<file path="config.mk">
export PLATFORM = sky130hd
export DESIGN_NAME = jamma_input_scanner
export DESIGN_NICKNAME = d
export VERILOG_FILES = /design/src/rtl/jamma_input_scanner.sv
export SDC_FILE = /design/constraint.sdc
export NUM_CORES = 1
export LEC_CHECK = 0
export BUFFER_PORTS_ARGS = -buffer_cell sky130_fd_sc_hd__buf_2
export CAP_MARGIN = 20
export CORE_UTILIZATION = 30
export CTS_BUF_LIST = sky130_fd_sc_hd__clkbuf_4
export DETAILED_ROUTE_END_ITERATION = 10
export PLACE_DENSITY = 0.47
export SYNTH_ARGS = -nofsm -noshare
export SYNTH_HDL_FRONTEND = slang
export SYNTH_SLANG_ARGS = --single-unit
</file>
<file path="constraint.sdc">
create_clock -name pclk -period 5.2 [get_ports pclk]
set_input_delay 0.52 -clock pclk [delete_from_list [all_inputs] [get_ports pclk]]
set_output_delay 0.52 -clock pclk [all_outputs]
set_load 0.03 [all_outputs]
</file>
<file path="src/rtl/jamma_input_scanner.sv">
// rtl/jamma_input_scanner.sv - timed JAMMA bank scanner with per-bit debounce and coin pulse shaping
// Alternates JSELECT between players, samples each bank after the mux settles.
module jamma_input_scanner #(
   parameter int SETTLE_CYCLES  = 4,
   parameter int DEBOUNCE_COUNT = 3,
   parameter int COIN_PULSE     = 16
) (
   input  logic       pclk,
   input  logic       rst_n,
   input  logic [7:0] JJOY,
   input  logic [5:0] JOYSTICK,
   input  logic [1:0] JCOIN,
   output logic       JSELECT,
   output logic [7:0] joystick1,
   output logic [7:0] joystick2,
   output logic [1:0] coin_out,
   output logic       scan_done
);

   localparam logic [7:0]  SETTLE_LAST = 8'(SETTLE_CYCLES - 1);
   localparam logic [3:0]  DB_LAST     = 4'(DEBOUNCE_COUNT - 1);
   localparam logic [15:0] PULSE_LEN   = 16'(COIN_PULSE);

   typedef enum logic [1:0] {
      P1_SETTLE = 2'b00,
      P1_SAMPLE = 2'b01,
      P2_SETTLE = 2'b10,
      P2_SAMPLE = 2'b11
   } state_t;

   // Reset asserts immediately but releases only after two clean clock edges.
   logic rst_meta_q;
   logic rst_sync_q;

   always_ff @(posedge pclk or negedge rst_n) begin
      if (!rst_n) begin
         rst_meta_q <= 1'b0;
         rst_sync_q <= 1'b0;
      end else begin
         rst_meta_q <= 1'b1;
         rst_sync_q <= rst_meta_q;
      end
   end

   state_t     state_q, state_d;
   logic [7:0] settle_q, settle_d;
   logic       jsel_q, jsel_d;
   logic       cap_p1, cap_p2;

   always_ff @(posedge pclk or negedge rst_sync_q) begin
      if (!rst_sync_q) begin
         state_q  <= P1_SETTLE;
         settle_q <= 8'd0;
         jsel_q   <= 1'b0;
      end else begin
         state_q  <= state_d;
         settle_q <= settle_d;
         jsel_q   <= jsel_d;
      end
   end

   always_comb begin
      state_d  = state_q;
      settle_d = settle_q;
      case (state_q)
         P1_SETTLE: begin
            if (settle_q == SETTLE_LAST) begin
               settle_d = 8'd0;
               state_d  = P1_SAMPLE;
            end else begin
               settle_d = settle_q + 8'd1;
            end
         end
         P1_SAMPLE: state_d = P2_SETTLE;
         P2_SETTLE: begin
            if (settle_q == SETTLE_LAST) begin
               settle_d = 8'd0;
               state_d  = P2_SAMPLE;
            end else begin
               settle_d = settle_q + 8'd1;
            end
         end
         P2_SAMPLE: state_d = P1_SETTLE;
         default:   state_d = P1_SETTLE;
      endcase
   end

   // Select follows the state being entered, so it is stable through every sample cycle.
   always_comb begin
      jsel_d    = (state_d == P2_SETTLE) || (state_d == P2_SAMPLE);
      cap_p1    = (state_q == P1_SAMPLE);
      cap_p2    = (state_q == P2_SAMPLE);
      scan_done = cap_p2;
   end

   assign JSELECT = jsel_q;

   logic [15:0] db_sample;
   logic [15:0] db_en;
   logic [15:0] db_out_q, db_out_d;
   logic [3:0]  db_cnt_q [16];
   logic [3:0]  db_cnt_d [16];

   assign db_sample = {JJOY, JJOY & {2'b11, JOYSTICK}};
   assign db_en     = {{8{cap_p2}}, {8{cap_p1}}};

   always_comb begin
      db_out_d = db_out_q;
      db_cnt_d = db_cnt_q;
      for (int i = 0; i < 16; i++) begin
         if (db_en[i]) begin
            if (db_sample[i] == db_out_q[i]) begin
               db_cnt_d[i] = 4'd0;
            end else if (db_cnt_q[i] == DB_LAST) begin
               db_out_d[i] = db_sample[i];
               db_cnt_d[i] = 4'd0;
            end else begin
               db_cnt_d[i] = db_cnt_q[i] + 4'd1;
            end
         end
      end
   end

   always_ff @(posedge pclk or negedge rst_sync_q) begin
      if (!rst_sync_q) begin
         db_out_q <= 16'hFFFF;
         db_cnt_q <= '{default: 4'd0};
      end else begin
         db_out_q <= db_out_d;
         db_cnt_q <= db_cnt_d;
      end
   end

   assign joystick1 = db_out_q[7:0];
   assign joystick2 = db_out_q[15:8];

   // Third flop only provides the previous value for edge detection.
   logic [1:0]       coin_s1_q, coin_s2_q, coin_s3_q;
   logic [1:0]       coin_fall;
   logic [1:0][15:0] coin_cnt_q, coin_cnt_d;

   assign coin_fall = coin_s3_q & ~coin_s2_q;

   always_comb begin
      coin_cnt_d = coin_cnt_q;
      coin_out   = 2'b11;
      for (int i = 0; i < 2; i++) begin
         if (coin_cnt_q[i] != 16'd0) begin
            coin_cnt_d[i] = coin_cnt_q[i] - 16'd1;
         end else if (coin_fall[i]) begin
            coin_cnt_d[i] = PULSE_LEN;
         end
         coin_out[i] = (coin_cnt_q[i] == 16'd0);
      end
   end

   always_ff @(posedge pclk or negedge rst_sync_q) begin
      if (!rst_sync_q) begin
         coin_s1_q  <= 2'b11;
         coin_s2_q  <= 2'b11;
         coin_s3_q  <= 2'b11;
         coin_cnt_q <= '0;
      end else begin
         coin_s1_q  <= JCOIN;
         coin_s2_q  <= coin_s1_q;
         coin_s3_q  <= coin_s2_q;
         coin_cnt_q <= coin_cnt_d;
      end
   end

endmodule

</file>
======== Yosys cells after proc, flatten, opt, wreduce, memory -nomap -nowiden ========
Cells that the tools add are included.
cells by class
  add/sub/neg operators ................... 19
  multipliers ............................. 0
  divide/modulo/power cells ............... 0
  $lt $le $gt $ge ......................... 0
  eq/ne operators ......................... 38
  shift operators ......................... 0
  muxes and demuxes ....................... 40
  bitwise logic cells ..................... 19
  reductions and logical operators ........ 25
operators with widths
  kind                                                                    count
  4-bit two-way mux                                                       32
  4-bit by 1-bit adder with 4-bit output (second input constant)          16
  4-bit by 2-bit equality test with 1-bit output (second input constant)  16
  16-bit two-way mux                                                      4
  3-bit AND reduction                                                     16
  16-bit zero test                                                        2
  16-bit nonzero test                                                     2
  16-bit by 1-bit subtractor with 16-bit output (second input constant)   2
  1-bit equality test                                                     16
  1-bit NOT                                                               16
  8-bit by 1-bit adder with 8-bit output (second input constant)          1
  8-bit bitwise AND                                                       1
  2-bit equality test (second input constant)                             4
  8-bit by 2-bit equality test with 1-bit output (second input constant)  1
  8-bit two-way mux                                                       1
  2-bit case mux with 4 select lines                                      1
  2-bit two-way mux                                                       2
  2-bit nonzero test                                                      2
  2-bit bitwise AND                                                       1
  2-bit by 1-bit equality test with 1-bit output (second input constant)  1
  2-bit zero test                                                         1
  2-bit NOT                                                               1
  2-bit OR reduction                                                      1
  1-bit logical OR                                                        1
storage, ports and cells
  bits in registers ....................... 131
  latch bits .............................. 0
  RAM bits ................................ 0
  memory bits (read-only) ................. 0
  bits of input ports ..................... 18
  output and inout port bits .............. 20
  logic and storage cells ................. 183
  memories kept ........................... 0

======== Depth between registers and ports, before layout ========
Gate-level depths: netlist of the first run.
  word-level depth ........................ 5
  depth in mapped cells ................... 7

======== Worst setup path after synthesis of the first run ========
OpenSTA, ideal clock, no wires.
  path kind ............................... register to output
  start point ............................. register coin_cnt_q[0] in the netlist's numbering
  end point ............................... output coin_out[0]
  data arrival time ....................... 1.768 ns
  required time ........................... 4.680 ns
  slack ................................... 2.912 ns
  cell stages (with the launch flop) ...... 6
  buffers on the path ..................... 0
  cells stage by stage .................... dfrtp_1 -> inv_1 -> ha_1 -> nor2b_1 -> nand3_1 -> nor3_1
between the ends
  cells in the longest elaborated chain, start to end .. 1
RTL lines
  what                    RTL line  source
  start, declared         140       logic [1:0][15:0] coin_cnt_q, coin_cnt_d;
  start signal, assigned  167       coin_cnt_q <= coin_cnt_d;
  16-bit zero test        153       coin_out[i] = (coin_cnt_q[i] == 16'd0);
  end, declared           16        output logic [1:0] coin_out,
No other way between the ends.

======== Final worst setup path of the first run ========
  start point ............................. register coin_cnt_q[16] in the netlist's numbering
  end point ............................... output coin_out[1]
Same word-level chain as after synthesis.

==> qor.csv, run 1 <==
metric,value,unit
period utilisation layout,0.564,
critical path launch point,coin_cnt_q[16]$_DFFE_PN0P_,
via count,4665,
dpl ws,2.80,ns
Final ANT Viol Nets,0,
final hold violation count,0,
area grow syn2layout,12.0,%
Post-Synth Adder-Cell Area,0.0721,
Post-Syn Nets,689,
CTS Sinks,130,
Clock Tree Root,clkbuf_4,
Setup crit start kind,flop,
Tot GR Track Use,0.123,
TritonRoute pass-1 iters,8,
share of cells above drive strength 1,0.208,
minimum clock period,2.93,ns
Skew-Pair Late Insertion Delay,0.51,ns
setup ws final,2.27,ns
main combinational cell family by area after synthesis,simple AND/OR/NAND/NOR gates,
Setup crit end kind,output pin,
"Distinct cells, synth",55,
Peak VDD IR,0.151,mV
slew margin rel.,0.464,
reg2reg end,db_cnt_q[31]$_DFFE_PN0P_,
starting density of the core,0.308,
Core Area,22000,sq um
post-CTS setup buffers,0,
static leakage,3.38,nW
Peak Freq,0.341,GHz
DRC,1,
vias in the first global route,4862,
Hold WS,0.0956,ns
first-pass GRT wire length,23100,um
Port Buffer Count,37,
reg2reg start,state_q[0]$_DFF_PN0_,
setup_tns,0,ns
clock buffer depth,2,
diode count,0,
proportion of synthesized area in mux cells,0.0692,
syn avg cell area,10.7,sq um
clk_skew,0.00872,ns
Clock H-tree levels,4,
Die Ht,152,um
drt first-iter violations,214,
Resized cells post-CTS,0,
Synth Area in Compound Gates,0.0973,
unrepaired setup endpoints after global routing,no,
"EDFF count, synth",0,
Max Transition Viols Final,0,
sequential share of the synthesized area,0.485,
XOR/XNOR Fraction of Synth Area,0.0544,
CTS Hold Bufs,1,
R2R Setup Slk,3.04,ns
vias per cell,4.80,
outcome,finished with violations,
Critical Path AT,2.41,ns
"critical path fanouts, max",10,
Die W,152,um
"Clk pin slew, worst setup/hold paths",0.11,ns
gp weighted congestion,0.769,
Hold Path Class,in2reg,
WL/cell,13.7,um
top_reg_cell synth,dfrtp_1,
Worst setup endpoint,coin_out[1],
violated checks,design-rule violations,
total CTS buffers,17,
worst path required time,4.68,ns
largest net degree at the start of global routing,62,
HPWL Detailed,9390,um
TritonCTS clock tree,yes,
#FFs+latches synth,130,
Die ar.,23200,sq um
power per cell area,365,nW/um^2
# rows,54,
Post-Route WL,13300,um
Post-Syn Area,6770,sq um
Pwr Total,0.00277,W
Max Cap Viol,0,
Boundary Pins,38,
R2R cell count,4,
kind of critical path,reg2out,
Synth Area in Simple Gates,0.191,
initial antenna violation count,0,
total gr overflow,0,
fin nets,736,
Syn Inst Count,632,
ys async rst share,1.00,
Worst Max-Slew Pin Slew,0.804,ns
Yosys warnings,0,
final setup vio count,0,
==> critical path, stage by stage (launching register included) <==
cell and delay, ns:
dfrtp_1 0.41, inv_1 0.09, ha_1 0.18, or4b_1 0.50
nor4_4 0.42, buf_2 0.30
==> cells in the final DEF (no fill, tap or decap), types with 7 or more instances in the layout <==
| cell | count |
|---|---|
| nand2b_1 | 21 |
| dfstp_2 | 22 |
| mux2i_1 | 13 |
| xnor2_1 | 22 |
| clkbuf_4 | 20 |
| inv_1 | 40 |
| ha_1 | 39 |
| nand3b_1 | 15 |
| nor2_1 | 24 |
| a21oi_1 | 14 |
| mux2_2 | 30 |
| buf_2 | 37 |
| xor2_1 | 20 |
| o2bb2ai_1 | 16 |
| or3_1 | 7 |
| nor3_1 | 32 |
| nand3_1 | 19 |
| o21ai_0 | 47 |
| nand2_1 | 39 |
| nor3b_1 | 20 |
| dfrtp_1 | 107 |
==> state kept, by name, indices dropped and copies added (netlist names) <==
name        flops
db_cnt_q       64
state_q         1
coin_s2_q       2
coin_s3_q       2
settle_q        8
rst_meta_q      1
JSELECT         1
rst_sync_q      1
db_out_q       16
coin_cnt_q     32
coin_s1_q       2
==> report_power, final <==
part / total, W / switching, W / leakage, nW / internal [W]
Combinational: 0.000651 / 0.000360 / 1.65 / 0.000291
Clock: 0.000720 / 0.000377 / 0.154 / 0.000343
Sequential: 0.00140 / 0.000196 / 1.58 / 0.00120
==> how the worst min path moves through the flow <==
stage | depth (start not counted) | slack [ns] | from | end
after floorplan | 0 | 0.22 | rst_n | rst_meta_q$_DFF_PN0_
after global placement | 0 | 0.30 | rst_sync_q$_DFF_PN0_ | settle_q[5]$_DFFE_PN0P_
after CTS | 1 | 0.03 | JCOIN[1] | coin_s1_q[1]$_DFF_PN1_
final | 1 | 0.1 | JCOIN[1] | coin_s1_q[1]$_DFF_PN1_
after global routing | 1 | 0.02 | JCOIN[1] | coin_s1_q[1]$_DFF_PN1_
after detailed placement | 0 | 0.30 | rst_sync_q$_DFF_PN0_ | settle_q[5]$_DFFE_PN0P_
==> per-layer routing <==
layer,GRT usage,wire length (um),vias up
met2,0.216,6500,50
li1,-,-,2326
met1,0.145,6250,2283
met5,0,0,-
met4,0.0311,93,0
met3,0.0367,426,6
==> cell families after synthesis <==
kind of cell	count (synthesis)
mux	43
fa+ha+maj	39
flops	130
other cells	1
compound gates	104
simple gates	218
buf+inv	55
xor+xnor	42
==> layout make-up <==
type,count,area (sq um)
Fill cell,2198,14400
Sequential cell,130,3280
Multi-Input combinational cell,447,3280
Tap cell,280,350
Timing Repair Buffer,42,225
Inverter,41,154
Clock buffer,20,150
Clock inverter,12,140
==> per-stage QoR <==
step,std cells,area [sq um],utilization
after global routing,972,7580,0.345
after CTS,972,7580,0.345
after floorplan,632,6770,-
after detailed placement,939,7280,0.332
final,972,7580,0.345
after global placement,939,7280,0.332
==> synthesized netlist by cell type, types with 6 or more instances <==
cell type / instances / area, sq um
o22ai_1: 6 / 37.5
ha_1: 39 / 488
nand3_1: 19 / 95.1
nand2_1: 39 / 146
o2bb2ai_1: 16 / 140
o21ai_0: 47 / 235
nor3_1: 32 / 160
nor3b_1: 20 / 150
inv_1: 40 / 150
a21oi_1: 14 / 70.1
mux2_2: 30 / 338
clkbuf_1: 9 / 33.8
xnor2_1: 22 / 193
mux2i_1: 13 / 130
dfstp_2: 22 / 578
xor2_1: 20 / 175
nand3b_1: 15 / 113
nand2b_1: 21 / 131
dfrtp_1: 108 / 2700
nor2_1: 24 / 90.1
or3_1: 7 / 43.8
(Power assumes the default switching activity.)
==> inputs of run 2 (changes only) <==
ABC_AREA = 1   (was default)
PLACE_DENSITY = 0.49   (was 0.47)
clock period = 2.6 ns   (was 5.2 ns; I/O delays follow)
==> qor.csv, run 2 <==
metric,value,unit,change
Skew-Pair Late Insertion Delay,0.53,ns,was 0.51 ns
static leakage,4.14,nW,was 3.38 nW
CTS Hold Bufs,10,,was 1
post-CTS setup buffers,0,,unchanged
clk_skew,0.0292,ns,was 0.00872 ns
outcome,"complete, no violations",,was finished with violations
slew margin rel.,0.610,,was 0.464
Port Buffer Count,37,,unchanged
Tot GR Track Use,0.121,,was 0.123
Boundary Pins,38,,unchanged
Final ANT Viol Nets,0,,unchanged
most numerous cell in the Yosys netlist,nand2_1,,was dfrtp_1
Die Ht,154,um,was 152 um
Critical Path AT,1.98,ns,was 2.41 ns
"most common cell after layout, fill and taps aside",nand2_1,,was dfrtp_1
Setup crit end kind,output pin,,unchanged
total gr overflow,0,,unchanged
"critical path fanouts, max",6,,was 10
ys async rst share,1.00,,unchanged
largest net degree at the start of global routing,68,,was 62
TritonRoute pass-1 iters,4,,was 8
worst path required time,2.34,ns,was 4.68 ns
"Distinct cells, synth",29,,was 55
Peak VDD IR,0.274,mV,was 0.151 mV
commonest cells in the synthesized netlist,"nand2_1 (203), nor2_1 (123), inv_1 (119), dfrtp_1 (108), nand3_1 (40)",,"was dfrtp_1 (108), o21ai_0 (47), inv_1 (40), ha_1 (39), nand2_1 (39)"
CP Buf/Inv Count,2,,unchanged
vias in the first global route,5070,,was 4862
setup_tns,0,ns,unchanged
"EDFF count, synth",0,,unchanged
dpl ws,0.868,ns,was 2.80 ns
CP cell instances,inv_1 > ha_1 > nand2_2 > nor2_4 > nand3_1 > nor2_2 > buf_2,,was inv_1 > ha_1 > or4b_1 > nor4_4 > buf_2
period utilisation layout,0.860,,
Yosys warnings,0,,unchanged
Hold Path Class,in2reg,,unchanged
unrepaired setup endpoints after global routing,no,,unchanged
final instance area,7870,sq um,was 7580 sq um
kind of critical path,reg2out,,unchanged
power per cell area,762,nW/um^2,was 365 nW/um^2
critical path's slowest cell,dfrtp_1,,was or4b_1
"Clk pin slew, worst setup/hold paths",0.11,ns,about the same
area grow syn2layout,14.1,%,was 12.0%
DP Area,7450,sq um,was 7280 sq um
Top Registers,"db_cnt_q x64, coin_cnt_q x32, db_out_q x16",,unchanged
clock buffer depth,2,,unchanged
fin nets,955,,was 736
Setup crit start kind,flop,,unchanged
setup ws final,0.364,ns,was 2.27 ns
gp weighted congestion,0.792,,was 0.769
starting density of the core,0.305,,was 0.308
TritonCTS clock tree,yes,,unchanged
placed insts,1154,,was 939
Worst Max-Slew Pin Slew,0.584,ns,was 0.804 ns
total CTS buffers,17,,unchanged
initial antenna violation count,1,,was 0
Max Cap Viol,0,,unchanged
# rows,55,,was 54
final hold violation count,0,,unchanged
Final Non-Filler Cells,1197,,was 972
vias per cell,4.26,,was 4.80
sequential share of the synthesized area,0.476,,was 0.485
Yosys top cell area share,0.392,,was 0.399
CTS Sinks,130,,unchanged
Clock Tree Root,clkbuf_4,,unchanged
Max Transition Viols Final,0,,unchanged
CP max stage delay,0.37,ns,was 0.50 ns
Post-Syn Area,6900,sq um,was 6770 sq um
"commonest non-fill, non-tap cells in the layout","nand2_1 (203), nor2_1 (123), inv_1 (119)",,"was dfrtp_1 (107), o21ai_0 (47), inv_1 (40)"
Resized cells post-CTS,0,,unchanged
final setup vio count,0,,unchanged
minimum clock period,2.24,ns,
via count,5105,,was 4665
HPWL Detailed,9290,um,was 9390 um
top_reg_cell synth,dfrtp_1,,unchanged
largest cells by area after synthesis,"dfrtp_1 (39%), nand2_1 (11%), dfstp_2 (8.4%)",,"was dfrtp_1 (40%), dfstp_2 (8.5%), ha_1 (7.2%)"
#FFs+latches synth,130,,unchanged
Die ar.,23600,sq um,was 23200 sq um
syn avg cell area,8.27,sq um,was 10.7 sq um
drt first-iter violations,174,,was 214
max FFs per register,64,,unchanged
cell taking the most area after synthesis,dfrtp_1,,unchanged
Die W,154,um,was 152 um
share of cells above drive strength 1,0.138,,was 0.208
DRC,0,,was 1
Core Area,22600,sq um,was 22000 sq um
Post-Syn Nets,891,,was 689
Peak Freq,0.447,GHz,
Syn Inst Count,834,,was 632
Post-Route WL,13000,um,was 13300 um
first-pass GRT wire length,23300,um,was 23100 um
Top reg by flops,db_cnt_q,,unchanged
Clock H-tree levels,4,,unchanged
WL/cell,10.8,um,was 13.7 um
"delay-heaviest family, CP",simple AND/OR/NAND/NOR gates,,unchanged
==> run 2: area by class of cell <==
class | instances | area [sq um]
Fill cell | 2371 | 14700
Sequential cell | 130 | 3280
Multi-Input combinational cell | 574 | 3090
Inverter | 121 | 459
Timing Repair Buffer | 54 | 363
Tap cell | 285 | 357
Clock inverter | 11 | 161
Clock buffer | 21 | 158
Antenna cell | 1 | 2.50
==> run 2: layer usage <==
metal	global-route usage	vias up	part of all wire
met5	0	-	0
met1	0.156	2359	0.50
met3	0.0378	9	0.040
met4	0.0310	0	0.0086
li1	-	2689	-
met2	0.197	48	0.45
==> run 2: per-stage QoR <==
step,util,power [W],hold slack [ns]
2_1_floorplan,-,0.00410,-0.0356
3_3_place_gp,0.330,0.00450,0.0461
3_5_place_dp,0.330,0.00450,0.0477
4_1_cts,0.349,0.00612,0.00442
5_1_grt,0.349,0.00652,0.0197
6_report,0.349,0.00600,0.0578
==> run 2: final timing paths <==
path	startpoint	end	slack, ns	cells after the start
max	coin_cnt_q[0]$_DFFE_PN0P_	coin_out[0]	0.36	7
min reg2reg	rst_sync_q$_DFF_PN0_	coin_cnt_q[4]$_DFFE_PN0P_	0.16	0
max in group asynchronous	rst_sync_q$_DFF_PN0_	db_out_q[12]$_DFFE_PN1P_	1.76	1
min	JJOY[2]	db_out_q[10]$_DFFE_PN1P_	0.06	3
min in group asynchronous	rst_sync_q$_DFF_PN0_	coin_cnt_q[4]$_DFFE_PN0P_	0.16	0
max reg2reg	JSELECT$_DFF_PN0_	db_cnt_q[51]$_DFFE_PN0N_	0.87	6
==> run 2: worst min-delay path, stage by stage <==
cell and delay (ns):
buf_2 0.13, o21ai_0 0.10, inv_1 0.05
==> run 2: power breakdown <==
group / switching [W] / total, W / leakage, nW / internal (W)
Clock: 0.000745 / 0.00155 / 0.177 / 0.000800
Sequential: 0.000390 / 0.00286 / 1.62 / 0.00247
Combinational: 0.000976 / 0.00159 / 2.34 / 0.000616
Total: 0.00211 / 0.00600 / 4.14 / 0.00388
==> run 2: cell families after synthesis <==
logic type               count (synthesis)  share of synthesized area
AO/OA/AOI/OAI                           62                     0.0450
XOR/XNOR                                57                     0.0724
adder cells (fa/ha/maj)                 39                     0.0708
buffers and inverters                  130                     0.0768
flip-flops                             130                      0.476
other                                    1                   0.000544
AND/OR/NAND/NOR                        415                      0.259
